`src/rtl/udp_pkg.sv`:
```
// Shared encodings and constants for the udp TX packet generator.
package udp_pkg;

  typedef enum logic [1:0] {
    MODE_INCR  = 2'd0,
    MODE_CONST = 2'd1,
    MODE_PRBS  = 2'd2,
    MODE_RSVD  = 2'd3
  } mode_e;

  typedef enum logic [2:0] {
    ST_IDLE,
    ST_START,
    ST_WAIT,
    ST_GAP,
    ST_END
  } state_e;

  localparam int DEF_DATA_W = 8;
  localparam int DEF_LEN_W  = 16;
  localparam int DEF_CNT_W  = 16;
  localparam int DEF_GAP_W  = 14;

  // Right-shifting Galois form of x^16+x^14+x^13+x^11+1.
  localparam int              PRBS_W     = 16;
  localparam logic [PRBS_W-1:0] PRBS_POLY  = 16'hB400;
  localparam logic [PRBS_W-1:0] PRBS_RESET = 16'h0001;

  function automatic logic [PRBS_W-1:0] prbs_step(input logic [PRBS_W-1:0] s);
    prbs_step = {1'b0, s[PRBS_W-1:1]} ^ (s[0] ? PRBS_POLY : '0);
  endfunction

endpackage

```
`src/rtl/udp_tx_pkt_gen_if.sv`:
```
// udp TX user-side handshake: generator is master, udp core is slave.
interface udp_tx_pkt_gen_if #(
  parameter int DATA_W = 8,
  parameter int LEN_W  = 16
) ();

  logic              tx_start_en;
  logic [LEN_W-1:0]  tx_byte_num;
  logic [DATA_W-1:0] tx_data;
  logic              tx_req;
  logic              tx_done;

  modport master (
    output tx_start_en,
    output tx_byte_num,
    output tx_data,
    input  tx_req,
    input  tx_done
  );

  modport slave (
    input  tx_start_en,
    input  tx_byte_num,
    input  tx_data,
    output tx_req,
    output tx_done
  );

endinterface

```
`src/rtl/udp_pattern_src.sv`:
```
// Payload word source: seed load, per-word advance and INCR/CONST/PRBS selection.
module udp_pattern_src
  import udp_pkg::*;
#(
  parameter int                DATA_W = DEF_DATA_W,
  parameter logic [DATA_W-1:0] STEP   = 'h11
) (
  input  logic              clk,
  input  logic              rst_n,
  input  logic              load,
  input  logic              clear,
  input  logic              advance,
  input  mode_e             mode,
  input  logic [DATA_W-1:0] seed,
  output logic [DATA_W-1:0] data
);

  logic [DATA_W-1:0] data_q, data_d;
  logic [PRBS_W-1:0] lfsr_q, lfsr_d;
  logic [PRBS_W-1:0] lfsr_adv;
  logic [PRBS_W-1:0] seed_ext;

  always_comb begin
    data_d   = data_q;
    lfsr_d   = lfsr_q;
    seed_ext = PRBS_W'(seed);
    lfsr_adv = prbs_step(lfsr_q);
    if (load) begin
      data_d = seed;
      // An all-zero LFSR would lock up, so a zero seed starts it from 1.
      lfsr_d = (seed_ext == '0) ? PRBS_RESET : seed_ext;
    end else if (clear) begin
      data_d = '0;
    end else if (advance) begin
      case (mode)
        MODE_INCR: data_d = data_q + STEP;
        MODE_PRBS: begin
          lfsr_d = lfsr_adv;
          data_d = lfsr_adv[DATA_W-1:0];
        end
        default: data_d = data_q;
      endcase
    end
  end

  always_ff @(posedge clk or negedge rst_n) begin
    if (!rst_n) begin
      data_q <= '0;
      lfsr_q <= PRBS_RESET;
    end else begin
      data_q <= data_d;
      lfsr_q <= lfsr_d;
    end
  end

  assign data = data_q;

endmodule

```
`src/rtl/udp_tx_pkt_gen.sv`:
```
// Packet generator for the udp TX interface: N packets of programmable length,
// pattern and inter-packet gap, with a completion pulse.
module udp_tx_pkt_gen
  import udp_pkg::*;
#(
  parameter int                DATA_W = DEF_DATA_W,
  parameter int                LEN_W  = DEF_LEN_W,
  parameter int                CNT_W  = DEF_CNT_W,
  parameter int                GAP_W  = DEF_GAP_W,
  parameter logic [DATA_W-1:0] STEP   = 'h11
) (
  input  logic               gmii_tx_clk,
  input  logic               rst_n,
  input  logic               start,
  input  logic               stop,
  input  logic [1:0]         mode,
  input  logic [DATA_W-1:0]  seed,
  input  logic [LEN_W-1:0]   pkt_len,
  input  logic [CNT_W-1:0]   pkt_cnt,
  input  logic [GAP_W-1:0]   gap_cyc,
  udp_tx_pkt_gen_if.master   tx_if,
  output logic               busy,
  output logic [CNT_W-1:0]   pkts_sent,
  output logic               run_done
);

  state_e            state_q, state_d;
  mode_e             mode_q, mode_d;
  logic [DATA_W-1:0] seed_q, seed_d;
  logic [LEN_W-1:0]  len_q, len_d;
  logic [CNT_W-1:0]  cnt_q, cnt_d;
  logic [GAP_W-1:0]  gap_q, gap_d;
  logic [GAP_W-1:0]  gap_cnt_q, gap_cnt_d;
  logic [CNT_W-1:0]  pkts_q, pkts_d;
  logic              stop_pend_q, stop_pend_d;

  logic              stop_hit;
  logic [CNT_W-1:0]  pkts_inc;
  logic              pat_load;
  logic              pat_clear;
  logic              pat_adv;

  always_comb begin
    state_d     = state_q;
    mode_d      = mode_q;
    seed_d      = seed_q;
    len_d       = len_q;
    cnt_d       = cnt_q;
    gap_d       = gap_q;
    gap_cnt_d   = gap_cnt_q;
    pkts_d      = pkts_q;
    stop_pend_d = stop_pend_q;
    pat_load    = 1'b0;
    pat_clear   = 1'b0;
    pat_adv     = 1'b0;
    stop_hit    = stop_pend_q | stop;
    pkts_inc    = (pkts_q == '1) ? pkts_q : pkts_q + CNT_W'(1);

    case (state_q)
      ST_IDLE: begin
        if (start) begin
          mode_d      = mode_e'(mode);
          seed_d      = seed;
          len_d       = (pkt_len == '0) ? LEN_W'(1) : pkt_len;
          cnt_d       = pkt_cnt;
          gap_d       = gap_cyc;
          pkts_d      = '0;
          stop_pend_d = 1'b0;
          pat_load    = 1'b1;
          state_d     = ST_START;
        end
      end
      ST_START: begin
        if (stop) stop_pend_d = 1'b1;
        state_d = ST_WAIT;
      end
      ST_WAIT: begin
        if (stop) stop_pend_d = 1'b1;
        pat_adv = tx_if.tx_req;
        // A packet in flight always completes; stop only takes effect here.
        if (tx_if.tx_done) begin
          pkts_d = pkts_inc;
          if (((cnt_q != '0) && (pkts_inc == cnt_q)) || stop_hit) begin
            pat_clear = 1'b1;
            state_d   = ST_END;
          end else if (gap_q == '0) begin
            pat_load = 1'b1;
            state_d  = ST_START;
          end else begin
            gap_cnt_d = gap_q;
            state_d   = ST_GAP;
          end
        end
      end
      ST_GAP: begin
        if (stop_hit) begin
          pat_clear = 1'b1;
          state_d   = ST_END;
        end else if (gap_cnt_q == GAP_W'(1)) begin
          pat_load = 1'b1;
          state_d  = ST_START;
        end else begin
          gap_cnt_d = gap_cnt_q - GAP_W'(1);
        end
      end
      ST_END: begin
        stop_pend_d = 1'b0;
        state_d     = ST_IDLE;
      end
      default: state_d = ST_IDLE;
    endcase
  end

  always_ff @(posedge gmii_tx_clk or negedge rst_n) begin
    if (!rst_n) begin
      state_q     <= ST_IDLE;
      mode_q      <= MODE_INCR;
      seed_q      <= '0;
      len_q       <= '0;
      cnt_q       <= '0;
      gap_q       <= '0;
      gap_cnt_q   <= '0;
      pkts_q      <= '0;
      stop_pend_q <= 1'b0;
    end else begin
      state_q     <= state_d;
      mode_q      <= mode_d;
      seed_q      <= seed_d;
      len_q       <= len_d;
      cnt_q       <= cnt_d;
      gap_q       <= gap_d;
      gap_cnt_q   <= gap_cnt_d;
      pkts_q      <= pkts_d;
      stop_pend_q <= stop_pend_d;
    end
  end

  // seed_d already selects the live input when the run is being launched.
  udp_pattern_src #(
    .DATA_W (DATA_W),
    .STEP   (STEP)
  ) u_pattern (
    .clk     (gmii_tx_clk),
    .rst_n   (rst_n),
    .load    (pat_load),
    .clear   (pat_clear),
    .advance (pat_adv),
    .mode    (mode_q),
    .seed    (seed_d),
    .data    (tx_if.tx_data)
  );

  assign tx_if.tx_start_en = (state_q == ST_START);
  assign tx_if.tx_byte_num = len_q;
  assign busy              = (state_q != ST_IDLE) && (state_q != ST_END);
  assign run_done          = (state_q == ST_END);
  assign pkts_sent         = pkts_q;

endmodule

```
`src/flat_wrapper.sv`:
```
// flat-port wrapper written by rule: the top's interface ports become plain ports
module udp_tx_pkt_gen_flat import udp_pkg::*;
#(
  parameter int                DATA_W = DEF_DATA_W,
  parameter int                LEN_W  = DEF_LEN_W,
  parameter int                CNT_W  = DEF_CNT_W,
  parameter int                GAP_W  = DEF_GAP_W,
  parameter logic [DATA_W-1:0] STEP   = 'h11
)
  (gmii_tx_clk, rst_n, start, stop, mode, seed, pkt_len, pkt_cnt, gap_cyc, busy, pkts_sent, run_done, tx_if_tx_start_en, tx_if_tx_byte_num, tx_if_tx_data, tx_if_tx_req, tx_if_tx_done);
  udp_tx_pkt_gen_if #(.DATA_W(DATA_W), .LEN_W(LEN_W)) tx_if_i ();
  input  logic gmii_tx_clk;
  input  logic rst_n;
  input  logic start;
  input  logic stop;
  input  logic [1:0] mode;
  input  logic [DATA_W-1:0] seed;
  input  logic [LEN_W-1:0] pkt_len;
  input  logic [CNT_W-1:0] pkt_cnt;
  input  logic [GAP_W-1:0] gap_cyc;
  output logic busy;
  output logic [CNT_W-1:0] pkts_sent;
  output logic run_done;
  output wire logic [$bits(tx_if_i.tx_start_en)-1:0] tx_if_tx_start_en;
  output wire logic [$bits(tx_if_i.tx_byte_num)-1:0] tx_if_tx_byte_num;
  output wire logic [$bits(tx_if_i.tx_data)-1:0] tx_if_tx_data;
  input wire logic [$bits(tx_if_i.tx_req)-1:0] tx_if_tx_req;
  input wire logic [$bits(tx_if_i.tx_done)-1:0] tx_if_tx_done;
  assign tx_if_tx_start_en = tx_if_i.tx_start_en;
  assign tx_if_tx_byte_num = tx_if_i.tx_byte_num;
  assign tx_if_tx_data = tx_if_i.tx_data;
  assign tx_if_i.tx_req = tx_if_tx_req;
  assign tx_if_i.tx_done = tx_if_tx_done;
  udp_tx_pkt_gen #(.DATA_W(DATA_W), .LEN_W(LEN_W), .CNT_W(CNT_W), .GAP_W(GAP_W), .STEP(STEP)) u_core (.gmii_tx_clk(gmii_tx_clk), .rst_n(rst_n), .start(start), .stop(stop), .mode(mode), .seed(seed), .pkt_len(pkt_len), .pkt_cnt(pkt_cnt), .gap_cyc(gap_cyc), .tx_if(tx_if_i), .busy(busy), .pkts_sent(pkts_sent), .run_done(run_done));
endmodule
```
`config.mk`:
```
export PLATFORM = sky130hd
export DESIGN_NAME = udp_tx_pkt_gen_flat
export DESIGN_NICKNAME = d
export VERILOG_FILES = /design/src/rtl/udp_pkg.sv /design/src/rtl/udp_tx_pkt_gen_if.sv /design/src/rtl/udp_pattern_src.sv /design/src/rtl/udp_tx_pkt_gen.sv /design/src/flat_wrapper.sv
export SDC_FILE = /design/constraint.sdc
export NUM_CORES = 1
export LEC_CHECK = 0
export ABC_AREA = 1
export ABC_CLOCK_PERIOD_IN_PS = 5130
export BUFFER_PORTS_ARGS = -buffer_cell sky130_fd_sc_hd__buf_4
export CORE_ASPECT_RATIO = 0.75
export CORE_MARGIN = 2
export CORE_UTILIZATION = 60
export DETAILED_ROUTE_END_ITERATION = 12
export HOLD_SLACK_MARGIN = 0.08
export PLACE_DENSITY_LB_ADDON = 0.15
export SLEW_MARGIN = 20
export SYNTH_ARGS = -nofsm -noshare
export SYNTH_HDL_FRONTEND = slang
export SYNTH_HIERARCHICAL = 1
export SYNTH_SLANG_ARGS = --single-unit
export TNS_END_PERCENT = 100
```
`constraint.sdc`:
```
create_clock -name gmii_tx_clk -period 5.13 [get_ports gmii_tx_clk]
set_clock_uncertainty 0.05 [all_clocks]
set_input_delay 1.2825 -clock gmii_tx_clk [delete_from_list [all_inputs] [get_ports gmii_tx_clk]]
set_output_delay 1.2825 -clock gmii_tx_clk [all_outputs]
set_load 0.05 [all_outputs]
```
==> results.json, run 1 <==
{
  "slew_violations": 0,
  "ys.flop_type": "dfrtp_1",
  "rsz0062_at_grt": "false",
  "cts_sinks": 114,
  "synth_largest_area_cell": "dfrtp_1",
  "core_area_um2": 10200,
  "ctsLongestPathBuffers": 2,
  "worstPathCellList": "ha_1 > nand2_1 > nor2_4 > nand2_4 > nor2_8 > inv_4 > nand2_1 > inv_2 > nand2_1 > nand2_1 > nor2_1 > nand2_1 > nor2_1 > nand3_2 > nand2_1 > o221ai_1 > buf_4 > nor2_4 > o21ai_4 > inv_1 > a21oi_1 > a21oi_1",
  "wl_um": 17200,
  "clockRootBuffer": "clkbuf_16",
  "grt_pass1_vias": 5771,
  "ys_types": 41,
  "hold_path_end": "u_core/stop_pend_q",
  "synth_top_cell_area_share_pct": 44.9,
  "synth-seq-cells": 114,
  "maxCapViolCount": 0,
  "min-delay-start": "u_core/stop_pend_q",
  "ys_seq_area_share_pct": 45.4,
  "nets": 1009,
  "critPathLaunchType": "flop",
  "num_antenna_cells": 0,
  "start_util_pct": 61.4,
  "post_cts_buffers": 0,
  "vias": 6190,
  "finalSetupTns_ns": 0,
  "die_w_um": 122,
  "die-area_um2": 11300,
  "synth_area_um2": 6290,
  "slowest_stage": "dfrtp_1",
  "multi_input_area_um2": 2900,
  "clk_latency_ns": 0.42,
  "final_cells": 1092,
  "drive_gt1_share_pct": 18.9,
  "synthArstFlopShare_pct": 100,
  "power_leakage_nw": 3.94,
  "crit_top_cell": "nand2_1",
  "grt_usage_pct": 31.9,
  "drtIter0Drc": 745,
  "dp_cells": 1060,
  "synth_area_leaders": "dfrtp_1 (45%), nand2_1 (16%), inv_1 (5.8%)",
  "htree_levels": 4,
  "cp.required_ns": 5.42,
  "r2r_cells": 22,
  "cts_inserted_buffers": 17,
  "vias_per_cell": 5.67,
  "max_slew.worst_pin.slew_ns": 1.10,
  "cp_num_buf_inv": 4,
  "status": "finished, final reports clean",
  "grt_pass1_wl_um": 27900,
  "seq_area_um2": 2850,
  "rows": 32,
  "period_needed_ns": 3.64,
  "syn_inst": 839,
  "cts_hold_buf": 0,
  "gp_congestion": 0.964,
  "synth_commonest_cells": "nand2_1 (274), dfrtp_1 (113), inv_1 (97)",
  "grt_max_degree": 64,
  "power_density_nw_per_um2": 628,
  "die_h_um": 92.7,
  "hold_viol": 0,
  "r2r_end": "u_core/u_pattern/data[5]",
  "r2r_slack_ns": 1.49,
  "min_period_over_period_pct": 71.0,
  "port-buffer-count": 104,
  "hold_class": "reg -> reg",
  "yosys_warnings": 6,
  "cts_resized": 0,
  "drc": 0,
  "worstSetupEndpointType": "flop",
  "firstDrtPassIters": 5,
  "path_max_fanout": 18,
  "holdWs_ns": 0.432,
  "synth_fp_nets": 905,
  "routedWlPerCell_um": 15.8,
  "dp_hpwl_um": 12000,
  "cp.arrival_ns": 3.93,
  "syn_area_per_cell_um2": 7.50,
  "path_clk_slew_ns": 0.06,
  "antenna_found_initial": 0,
  "ios": 105,
  "n_fill_cell": 790,
  "vdd_drop_max_mv": 0.501,
  "slew_headroom_pct": 26.6,
  "synthToLayoutAreaGrowth_pct": 23.0,
  "synth_edf_count": 0,
  "criticalPathCategory": "reg -> reg",
  "cts_tree": "built",
  "synth_most_common_cell": "nand2_1",
  "slowest_delay_ns": 0.47,
  "r2r_start": "u_core/pkts_sent[0]",
  "ant_nets": 0,
  "setup_violations": 0,
  "hold_depth": 1,
  "grt_overflow": 0,
  "cp_top_family": "simple AND/OR/NAND/NOR gates",
  "fmax_ghz": 0.274,
  "path_depth": 22
}
==> kinds of logic (layout without fill, tap and decap cells) <==
group,count (synthesis),in the layout,synth area share [%]
compound gates,121,121,11.1
xor+xnor,13,13,2.03
fa+ha+maj,4,4,0.795
buf+inv,128,245,8.57
flops,114,114,45.4
simple gates,459,459,32.2
==> cell type report <==
| type | count | area share (%) |
|---|---|---|
| multi-input combinational | 597 | 37.5 |
| sequential | 114 | 36.9 |
| timing repair buffer | 111 | 10.8 |
| clock buffer | 18 | 5.67 |
| inverter | 102 | 4.98 |
| tap | 136 | 2.20 |
| clock inverter | 14 | 2.00 |
==> per-stage QoR <==
stage / worst slack [ns] / utilization, % / power, W / instance area [um2]
final: 1.49 / 75.5 / 0.00486 / 7740
after global routing: 1.29 / 75.5 / 0.00517 / 7740
after CTS: 1.53 / 75.5 / 0.00485 / 7740
after detailed placement: 1.63 / 69.7 / 0.00363 / 7150
after global placement: 1.88 / 69.7 / 0.00358 / 7150
after floorplan: 1.74 / - / 0.00305 / 6290
==> per-layer routing <==
metal	track usage (%)	up-vias	wire, um
li1	-	2925	-
met1	43.5	2903	7470
met3	7.57	42	1450
met4	12.1	0	374
met5	0	-	0
met2	49.7	320	7910
==> how the worst max path moves through the flow <==
stage                                    from                    endpoint
after floorplan           u_core/pkts_sent[0]  u_core/u_pattern/lfsr_q[4]
after global placement    u_core/pkts_sent[0]    u_core/u_pattern/data[7]
after detailed placement  u_core/pkts_sent[0]    u_core/u_pattern/data[5]
after CTS                 u_core/pkts_sent[0]    u_core/u_pattern/data[5]
after global routing      u_core/pkts_sent[0]    u_core/u_pattern/data[5]
final                     u_core/pkts_sent[0]    u_core/u_pattern/data[5]
==> layout by cell type, fill, tap and decap left out, types with 3 or more instances in the layout <==
| master | synthesis | final |
|---|---|---|
| inv_2 | 4 | 4 |
| nand3b_1 | 3 | 3 |
| nand3_1 | 53 | 53 |
| clkinv_4 | 0 | 3 |
| nor2_1 | 69 | 69 |
| o211ai_1 | 4 | 4 |
| ha_1 | 4 | 4 |
| o221ai_1 | 7 | 7 |
| nand2_4 | 3 | 3 |
| clkbuf_16 | 0 | 17 |
| o21ai_0 | 64 | 64 |
| nand4_1 | 12 | 12 |
| nor4_1 | 10 | 10 |
| nand3_2 | 6 | 6 |
| xnor2_1 | 4 | 4 |
| buf_4 | 2 | 111 |
| nor3_1 | 8 | 7 |
| a31oi_1 | 7 | 7 |
| o22ai_1 | 12 | 12 |
| nand2_1 | 274 | 274 |
| inv_6 | 0 | 3 |
| o21bai_1 | 3 | 3 |
| clkinvlp_4 | 0 | 5 |
| nand2_2 | 12 | 12 |
| nor2_4 | 5 | 5 |
| a21oi_1 | 17 | 17 |
| xor2_1 | 8 | 8 |
| dfrtp_1 | 113 | 113 |
| inv_1 | 97 | 97 |
==> flip-flops by register name, summed over array words and instances (netlist names), 3 cells and up <==
register / cells
u_core/cnt_q: 16
u_core/seed_q: 8
u_core/gap_q: 14
u_core/state_q: 3
u_core/u_pattern/data: 8
u_core/tx_if.tx_byte_num: 16
u_core/u_pattern/lfsr_q: 16
u_core/pkts_sent: 16
u_core/gap_cnt_q: 14
==> power by group <==
group / switching, W / internal (W) / total (W)
Sequential: 0.000299 / 0.00125 / 0.00155
Clock: 0.000444 / 0.000732 / 0.00118
Combinational: 0.00145 / 0.000685 / 0.00214
Total: 0.00220 / 0.00267 / 0.00486
==> worst reg2reg max path, cell delays in order (launching register included) <==
cell,delay (ns)
dfrtp_1,0.47
ha_1,0.31
nand2_1,0.12
nor2_4,0.15
nand2_4,0.10
nor2_8,0.18
inv_4,0.13
nand2_1,0.13
inv_2,0.05
nand2_1,0.06
nand2_1,0.05
nor2_1,0.12
nand2_1,0.09
nor2_1,0.21
nand3_2,0.16
nand2_1,0.11
o221ai_1,0.11
buf_4,0.23
nor2_4,0.22
o21ai_4,0.17
inv_1,0.13
a21oi_1,0.05
a21oi_1,0.17
No activity file was read; power rests on OpenSTA's default activity.
==> inputs of run 2 (changes only) <==
ABC_CLOCK_PERIOD_IN_PS = 3250   (was 5130)
CORE_UTILIZATION = 51   (was 60)
clock period = 3.25 ns   (was 5.13 ns; I/O delays follow)
==> results.json, run 2 (same netlist as run 1, synthesis figures left out) <==
{
  "final_cells": 1134,
  "r2r_slack_ns": 0.28,
  "ios": 105,
  "finalSetupTns_ns": 0,
  "port-buffer-count": 104,
  "cts_hold_buf": 0,
  "sw_frac_of_total_pct": 44.8,
  "rsz0062_at_grt": "false",
  "path_max_fanout": 18,
  "mostFrequentLayoutCell": "nand2_1",
  "cp_top_family": "simple AND/OR/NAND/NOR gates",
  "worstPathCellList": "ha_4 > nand2_1 > nor2_4 > nand2_4 > nor2_8 > inv_4 > nand2_1 > inv_2 > nand2_1 > nand2_1 > nor2_1 > nand2_1 > nor2_2 > nand3_2 > nand2_2 > o221ai_4 > nor2_4 > buf_4 > o21ai_0 > inv_1 > nand2_1 > a21oi_1",
  "power_density_nw_per_um2": 984,
  "criticalPathCategory": "reg -> reg",
  "antenna_found_initial": 0,
  "wl_um": 16900,
  "cts_sinks": 114,
  "worstSetupEndpointType": "flop",
  "grt_max_degree": 56,
  "rows": 35,
  "synthToLayoutAreaGrowth_pct": 26.4,
  "dp_cells": 1099,
  "internal-power_w": 0.00432,
  "start_util_pct": 51.7,
  "grt_pass1_vias": 5582,
  "grt_usage_pct": 26.6,
  "slowest_delay_ns": 0.39,
  "slowest_stage": "dfrtp_1",
  "cp_num_buf_inv": 4,
  "seq_area_um2": 2860,
  "critPathLaunchType": "flop",
  "hold_viol": 0,
  "slew_headroom_pct": 52.7,
  "max_slew.worst_pin.slew_ns": 0.709,
  "dp_hpwl_um": 12000,
  "crit_top_cell": "nand2_1",
  "cp.required_ns": 3.54,
  "clockRootBuffer": "clkbuf_16",
  "drtIter0Drc": 647,
  "core_area_um2": 12200,
  "num_antenna_cells": 0,
  "min_period_over_period_pct": 91.5,
  "nets": 1021,
  "hold_class": "in -> async",
  "vdd_drop_max_mv": 0.646,
  "die-area_um2": 13300,
  "path_clk_slew_ns": 0.06,
  "r2r_cells": 22,
  "gp_congestion": 0.933,
  "vias_per_cell": 5.34,
  "slew_violations": 0,
  "cp.arrival_ns": 3.26,
  "maxCapViolCount": 0,
  "clk_latency_ns": 0.41,
  "ctsLongestPathBuffers": 2,
  "vias": 6060,
  "cts_tree": "built",
  "status": "finished, final reports clean",
  "power_leakage_nw": 4.02,
  "grt_overflow": 0,
  "period_needed_ns": 2.97,
  "seqPwrFrac_pct": 30.9,
  "drive_gt1_share_pct": 20.8,
  "die_w_um": 132,
  "switching_power_w": 0.00350,
  "firstDrtPassIters": 5,
  "drc": 0,
  "r2r_start": "u_core/pkts_sent[0]",
  "clock_power_share_pct": 24.2,
  "most-common-layout-cells": "nand2_1 (272), buf_4 (120), dfrtp_1 (112)",
  "grt_pass1_wl_um": 28000,
  "combPwrFrac_pct": 45.0,
  "routedWlPerCell_um": 14.9,
  "r2r_end": "u_core/u_pattern/data[7]",
  "cts_inserted_buffers": 17,
  "fin_ws_ns": 0.277,
  "ant_nets": 0,
  "multi_input_area_um2": 2950,
  "n_fill_cell": 1091,
  "die_h_um": 100,
  "dpl_worst_slack_ns": 0.148,
  "htree_levels": 4,
  "fmax_ghz": 0.336,
  "setup_violations": 0
}
==> run 2: cell types whose count changed in the layout (fill, tap and decap cells not counted), moves of 3 or more <==
cell / change
buf_4: +9
inv_6: +4
nor2_1: -4
buf_12: +3
nor2_2: +3
==> run 2: worst max-delay path by stage <==
stage / start / endpoint / slack (ns) / cells past startpoint
global route: u_core/pkts_sent[0] / u_core/u_pattern/data[7] / 0.01 / 19
finish: u_core/pkts_sent[0] / u_core/u_pattern/data[7] / 0.28 / 22
CTS: u_core/pkts_sent[1] / u_core/u_pattern/lfsr_q[2] / 0.05 / 19
detailed placement: u_core/pkts_sent[1] / u_core/u_pattern/lfsr_q[7] / 0.15 / 19
global placement: u_core/pkts_sent[2] / u_core/u_pattern/lfsr_q[3] / 0.24 / 16
floorplan: u_core/pkts_sent[0] / u_core/u_pattern/lfsr_q[2] / 0.05 / 19
==> run 2: worst reg2reg max path: cells and delay by family (launching register included) <==
family | cells | cell delay, ns
adders and majority gates | 1 | 0.18
AOI/OAI and AO/OA | 3 | 0.35
buffers and inverters | 4 | 0.40
DFF | 1 | 0.39
and+or+nand+nor | 14 | 1.52
==> run 2: power groups by stage <==
stage,registers [W],logic (W),clock network (W)
finish,0.00242,0.00352,0.00189
global route,0.00248,0.00391,0.00198
CTS,0.00240,0.00343,0.00191
detailed placement,0.00240,0.00341,0
global placement,0.00241,0.00336,0
floorplan,0.00285,0.00197,0
==> run 2: cell type report <==
type | instances | share of cell area, %
clock buffers | 17 | 5.35
clock inverters | 15 | 2.12
inverters | 102 | 4.85
multi-input cells | 597 | 37.1
flip-flops and latches | 114 | 35.9
well taps | 166 | 2.61
repair buffers | 123 | 12.1
==> run 2: through the flow <==
stage	power, W	hold slack, ns	util [%]	instance area, um2
2_1_floorplan	0.00482	0.395	-	6300
3_3_place_gp	0.00577	0.414	59.8	7280
3_5_place_dp	0.00580	0.418	59.8	7280
4_1_cts	0.00774	0.423	64.7	7870
5_1_grt	0.00838	0.456	65.3	7950
6_report	0.00783	0.400	65.3	7950
==> run 2: layer usage <==
| metal | track usage [%] | up-vias | wire, um |
|---|---|---|---|
| li1 | - | 2950 | - |
| met1 | 40.1 | 2866 | 8250 |
| met2 | 39.3 | 228 | 7300 |
| met3 | 5.30 | 16 | 1210 |
| met4 | 7.36 | 0 | 155 |
| met5 | 0 | - | 0 |
==> run 2: repair_timing <==
action                                  in CTS  in global routing
setup buffers                                0                  3
endpoints found under the setup margin       0                 24
gates resized for setup                      0                 11
